--- config.mk ---
export PLATFORM = sky130hd
export DESIGN_NAME = id_ex_latch
export DESIGN_NICKNAME = d
export VERILOG_FILES = /design/src/rtl/id_ex_latch.sv
export SDC_FILE = /design/constraint.sdc
export NUM_CORES = 1
export LEC_CHECK = 0
export CORE_MARGIN = 1.5
export CORE_UTILIZATION = 34
export CTS_CLUSTER_SIZE = 8
export DETAILED_ROUTE_END_ITERATION = 16
export GPL_TIMING_DRIVEN = 0
export PLACE_DENSITY = 0.86
export SETUP_SLACK_MARGIN = 0.3
export SYNTH_ARGS = -nofsm -noshare
export SYNTH_HDL_FRONTEND = slang
export SYNTH_SLANG_ARGS = --single-unit
--- constraint.sdc ---
create_clock -name clk -period 1.5 [get_ports clk]
set_input_delay 0.3 -clock clk [delete_from_list [all_inputs] [get_ports clk]]
set_output_delay 0.3 -clock clk [all_outputs]
set_load 0.03 [all_outputs]
--- src/rtl/id_ex_latch.sv ---
// id_ex_latch
//   ID/EX pipeline register. Captures the decoded instruction bundle and
//   presents it, registered, to the execute stage. Supports stall (hold),
//   flush (bubble insertion) and a halt tracker: once a valid HALT is loaded
//   into EX, every later unstalled edge loads a bubble until a flush or reset.
//
//   Optional feature macro: ID_EX_BUBBLE_CNT_EN
//     When defined, adds output bubble_cnt, a saturating count of unstalled
//     edges that loaded a bubble. When undefined, neither the port nor the
//     counter exists.
//
//   Ports
//     clk, rst          core clock, synchronous active-high reset
//     id_valid          decode slot holds a real instruction
//     id_opcode/func    opcode [15:11], R-format function bits [1:0]
//     id_rs_data/rt_data, id_imm, id_pc_inc   datapath values (DW bits)
//     id_wr_reg         destination register (RW bits)
//     id_ctrl           {reg_write, mem_read, mem_write, mem_to_reg}
//     stall, flush      hold contents / replace contents with a bubble
//     ex_*              registered copies of the id_* bundle
//     halted            tracker is in HALTED
//     bubble_cnt        (macro only) saturating bubble counter
//
//   state   | meaning
//   --------+-------------------------------------------------------------
//   ST_RUN  | normal issue: valid id_ bundles are loaded into EX
//   ST_HALT | a HALT reached EX; id_ inputs ignored, bubbles loaded

module id_ex_latch #(
    parameter int DW = 16,
    parameter int RW = 3
) (
    input  logic          clk,
    input  logic          rst,
    input  logic          id_valid,
    input  logic [4:0]    id_opcode,
    input  logic [1:0]    id_func,
    input  logic [DW-1:0] id_rs_data,
    input  logic [DW-1:0] id_rt_data,
    input  logic [DW-1:0] id_imm,
    input  logic [DW-1:0] id_pc_inc,
    input  logic [RW-1:0] id_wr_reg,
    input  logic [3:0]    id_ctrl,
    input  logic          stall,
    input  logic          flush,
    output logic          ex_valid,
    output logic [4:0]    ex_opcode,
    output logic [1:0]    ex_func,
    output logic [DW-1:0] ex_rs_data,
    output logic [DW-1:0] ex_rt_data,
    output logic [DW-1:0] ex_imm,
    output logic [DW-1:0] ex_pc_inc,
    output logic [RW-1:0] ex_wr_reg,
    output logic [3:0]    ex_ctrl,
    output logic          halted
`ifdef ID_EX_BUBBLE_CNT_EN
    ,
    output logic [DW-1:0] bubble_cnt
`endif
);

    localparam logic [4:0] OP_NOP  = 5'b00001;
    localparam logic [4:0] OP_HALT = 5'b00000;

    typedef enum logic {
        ST_RUN  = 1'b0,
        ST_HALT = 1'b1
    } state_t;

    state_t state;

    logic load_id;
    logic load_bubble;

    // Flush beats stall; with neither, RUN loads a valid bundle and every
    // other case (invalid slot, HALTED) loads a bubble.
    always_comb begin
        load_id     = 1'b0;
        load_bubble = 1'b0;
        if (flush) begin
            load_bubble = 1'b1;
        end else if (!stall) begin
            if (state == ST_RUN && id_valid) begin
                load_id = 1'b1;
            end else begin
                load_bubble = 1'b1;
            end
        end
    end

    always_ff @(posedge clk) begin
        if (rst || load_bubble) begin
            ex_valid   <= 1'b0;
            ex_opcode  <= OP_NOP;
            ex_func    <= '0;
            ex_rs_data <= '0;
            ex_rt_data <= '0;
            ex_imm     <= '0;
            ex_pc_inc  <= '0;
            ex_wr_reg  <= '0;
            ex_ctrl    <= 4'b0000;
        end else if (load_id) begin
            ex_valid   <= 1'b1;
            ex_opcode  <= id_opcode;
            ex_func    <= id_func;
            ex_rs_data <= id_rs_data;
            ex_rt_data <= id_rt_data;
            ex_imm     <= id_imm;
            ex_pc_inc  <= id_pc_inc;
            ex_wr_reg  <= id_wr_reg;
            ex_ctrl    <= id_ctrl;
        end
    end

    // A flush cancels a wrong-path HALT; otherwise HALTED is sticky.
    always_ff @(posedge clk) begin
        if (rst || flush) begin
            state <= ST_RUN;
        end else if (load_id && id_opcode == OP_HALT) begin
            state <= ST_HALT;
        end
    end

    assign halted = (state == ST_HALT);

`ifdef ID_EX_BUBBLE_CNT_EN
    always_ff @(posedge clk) begin
        if (rst) begin
            bubble_cnt <= '0;
        end else if (load_bubble && bubble_cnt != '1) begin
            bubble_cnt <= bubble_cnt + DW'(1);
        end
    end
`endif

endmodule

==> flow_metrics.py <==
metrics = {
    "cts": {
        "cts_tree": "built",
        "clk_pin_slew_ns": 0.08,
        "cts-htree-levels": 3,
        "holdBufCountCts": 0,
        "insertion_delay_ns": 0.34,
        "cts_buffer_depth": 2,
        "cts_root_buf": "clkbuf_8",
        "cts_sinks": 80,
        "numCtsBuffers": 9,
    },
    "routing": {
        "ant_nets": 0,
        "num_vias": 2951,
        "drc_errors": 0,
        "highest_layer": "met4",
        "routed_via_density": 4.59,
        "wl_um": 8730,
        "dr_wl_met3_um": 633,
        "met1_length_um": 3610,
        "dr.pass1.iters": 4,
        "drt-initial-drc-count": 72,
        "met2_length_um": 4320,
        "wl_per_cell_um": 13.6,
    },
    "synthesis": {
        "synth_fa_ha_area_share_pct": 0,
        "synth_area_um2": 2780,
        "synth-compound-area-share_pct": 14.4,
        "yosys-top-cells-count": "156 x nand2_1, 80 x dfxtp_1, 77 x a21oi_1",
        "synth-main-ff-cell": "dfxtp_1",
        "synth.most_common_cell": "nand2_1",
        "syn_inst": 350,
        "synth_xor_area_share_pct": 0,
        "yosysSeqAreaShare_pct": 57.6,
        "netlist_top_cells_area": "dfxtp_1 58%, nand2_1 21%, a21oi_1 14%, clkbuf_1 1.8%, buf_2 1.6%",
        "synth_cell_types": 14,
        "synth_edf_count": 0,
        "syn-num-nets": 433,
        "synth.area.mux_share_pct": 0,
        "synth-simple-area-share_pct": 23.4,
        "yosysTopAreaCell": "dfxtp_1",
        "synth_top_family_by_area": "simple AND/OR/NAND/NOR gates",
        "syn_area_per_cell_um2": 7.94,
        "yosys_warnings": 0,
        "ys_seq_elements": 80,
        "async_reset_ff_share_pct": 0,
        "synth_top_area_share_pct": 57.6,
    },
    "timing": {
        "worstMarginPinSlew_ns": 0.440,
        "holdWs_ns": 0.366,
        "rsz0062_at_grt": "yes",
        "max_slew_margin_pct": 70.7,
        "fin_crit_ns": 1.52,
        "fmax_ghz": 0.659,
        "slew_viol_final": 0,
        "hold_viol": 0,
        "fin_skew_ns": 0.00745,
        "setup_viol": 10,
        "final.period_utilization_pct": 101,
        "setup_slack_ns": -0.0181,
    },
    "finish": {
        "area_delta_synth_final_pct": 77.2,
        "stdcell_count": 643,
        "utilization_pct": 63.1,
        "nets": 619,
        "fillers": 719,
        "num_antenna_cells": 0,
        "drive_gt1_share_pct": 27.7,
    },
    "die": {
        "dieArea_um2": 8720,
        "initial_core_util_pct": 35.6,
        "fp.dieH_um": 93.4,
        "io_pins": 163,
        "die_w_um": 93.4,
        "coreArea_um2": 7810,
        "rows": 32,
    },
    "worst_setup_path": {
        "critPathMaxFanout": 8,
        "crit_cells": 6,
        "crit_arrival_ns": 1.75,
        "crit_type": "flop to flop",
        "r2r-start": "halted$_SDFFE_PP0P_",
        "startpoint_type": "flop",
        "crit_required_ns": 1.73,
        "worstPathCellList": "or4b_4 > buf_6 > buf_12 > clkbuf_16 > nand2_1 > a21oi_2",
        "slowest_delay_ns": 0.48,
        "critPathBufInv": 3,
        "cp-end-kind": "flop",
        "startpoint": "halted$_SDFFE_PP0P_",
        "crit_path_top_delay_cell": "or4b_4",
        "r2r_cells": 6,
        "cp_top_family": "simple AND/OR/NAND/NOR gates",
    },
    "power_and_ir_drop": {
        "leakagePower_uw": 0.00192,
        "vdd_drop_max_v": 0.000494,
        "power.density_nw_per_um2": 897,
    },
    "global_route": {
        "grt_overflow": 0,
        "grt_pass1_wl_um": 13300,
        "first_global_vias": 2895,
        "grt_max_degree": 13,
        "grt_usage_pct": 19.4,
        "antenna_found_initial": 0,
    },
    "placement": {
        "port_buffers": 162,
        "preCtsSetupSlack_ns": -0.823,
        "dpl.hpwl_um": 6200,
        "gp_congestion": 0.767,
        "placed_cells": 614,
    },
    "worst_hold_path": {
        "min_path_type": "input port to flop",
        "holdPathStages": 2,
        "hold_start": "flush",
    },
    "flow_run": {
        "maxCapViolations": 0,
    },
    "outcome": {
        "status": "finished with violations",
        "violations": "negative setup slack",
    },
}
==> cell usage in the layout, fill, tap and decap left out, types with 2 or more instances in the layout <==
| cell type | synthesis | final |
|---|---|---|
| buf_2 | 9 | 3 |
| clkbuf_1 | 13 | 7 |
| clkbuf_4 | 0 | 18 |
| clkbuf_8 | 0 | 10 |
| buf_8 | 0 | 3 |
| bufinv_16 | 0 | 2 |
| a21oi_2 | 0 | 7 |
| nor2_1 | 4 | 4 |
| nand2_2 | 0 | 12 |
| dlygate4sd2_1 | 0 | 4 |
| clkbuf_2 | 0 | 4 |
| clkdlybuf4s50_1 | 0 | 79 |
| nor3_1 | 2 | 2 |
| clkbuf_16 | 0 | 2 |
| nand2_1 | 156 | 144 |
| buf_6 | 3 | 17 |
| dfxtp_1 | 80 | 78 |
| buf_12 | 0 | 3 |
| buf_4 | 0 | 62 |
| a21oi_1 | 77 | 70 |
==> worst reg2reg max path, delay by kind of cell (launching register included) <==
kind,cells,cell delay (ns)
simple gates,2,0.56
buf+inv,3,0.44
flops,1,0.36
compound gates,1,0.05
==> layout make-up <==
cell class,instances,area [um^2],area share (%)
timing repair buffer,175,1630,33.1
sequential,80,1610,32.6
multi-input combinational,245,1130,22.9
buffer,25,219,4.45
clock buffer,13,149,3.02
tap,102,128,2.59
clock inverter,3,65.1,1.32
==> path summary, 6_finish.rpt <==
check,end,slack [ns]
max,ex_rs_data[7]$_SDFFE_PP0P_,-0.02
min,halted$_SDFFE_PP0P_,0.37
max reg2reg,ex_rs_data[7]$_SDFFE_PP0P_,-0.02
min reg2reg,ex_rs_data[5]$_SDFFE_PP0P_,0.45
==> through the flow <==
step / power (uW) / setup TNS [ns] / instance area [um^2]
global route: 4590 / -1.82 / 4920
floorplan: 2380 / 0 / 2810
global placement: 2680 / -56.64 / 4560
CTS: 4400 / 0 / 4670
detailed placement: 2680 / -59.32 / 4560
finish: 4420 / -0.0633 / 4920
==> report_power, final <==
part | switching (uW) | total, uW | internal, uW
clock network | 736 | 1720 | 984
logic | 228 | 543 | 315
registers | 12.9 | 2160 | 2140
total | 977 | 4420 | 3440
==> cell families after synthesis <==
kind of cell,count (synthesis)
buffers and inverters,25
and+or+nand+nor,166
DFF,80
AOI/OAI and AO/OA,79
==> timing repair <==
item / 4_1_cts / 5_1_grt
setup endpoints to repair: 160 / 145
buffers inserted: 6 / 3
gates cloned: 2 / 2
pin swaps: 1 / 6
resized for setup: 354 / 204
==> metal layers <==
| metal | track usage [%] | vias up |
|---|---|---|
| met2 | 33.6 | 95 |
| met5 | 0 | - |
| met1 | 22.7 | 1345 |
| met3 | 4.96 | 14 |
| met4 | 7.70 | 0 |
| li1 | - | 1497 |
Note: power is estimated with default switching activity, not from simulation.
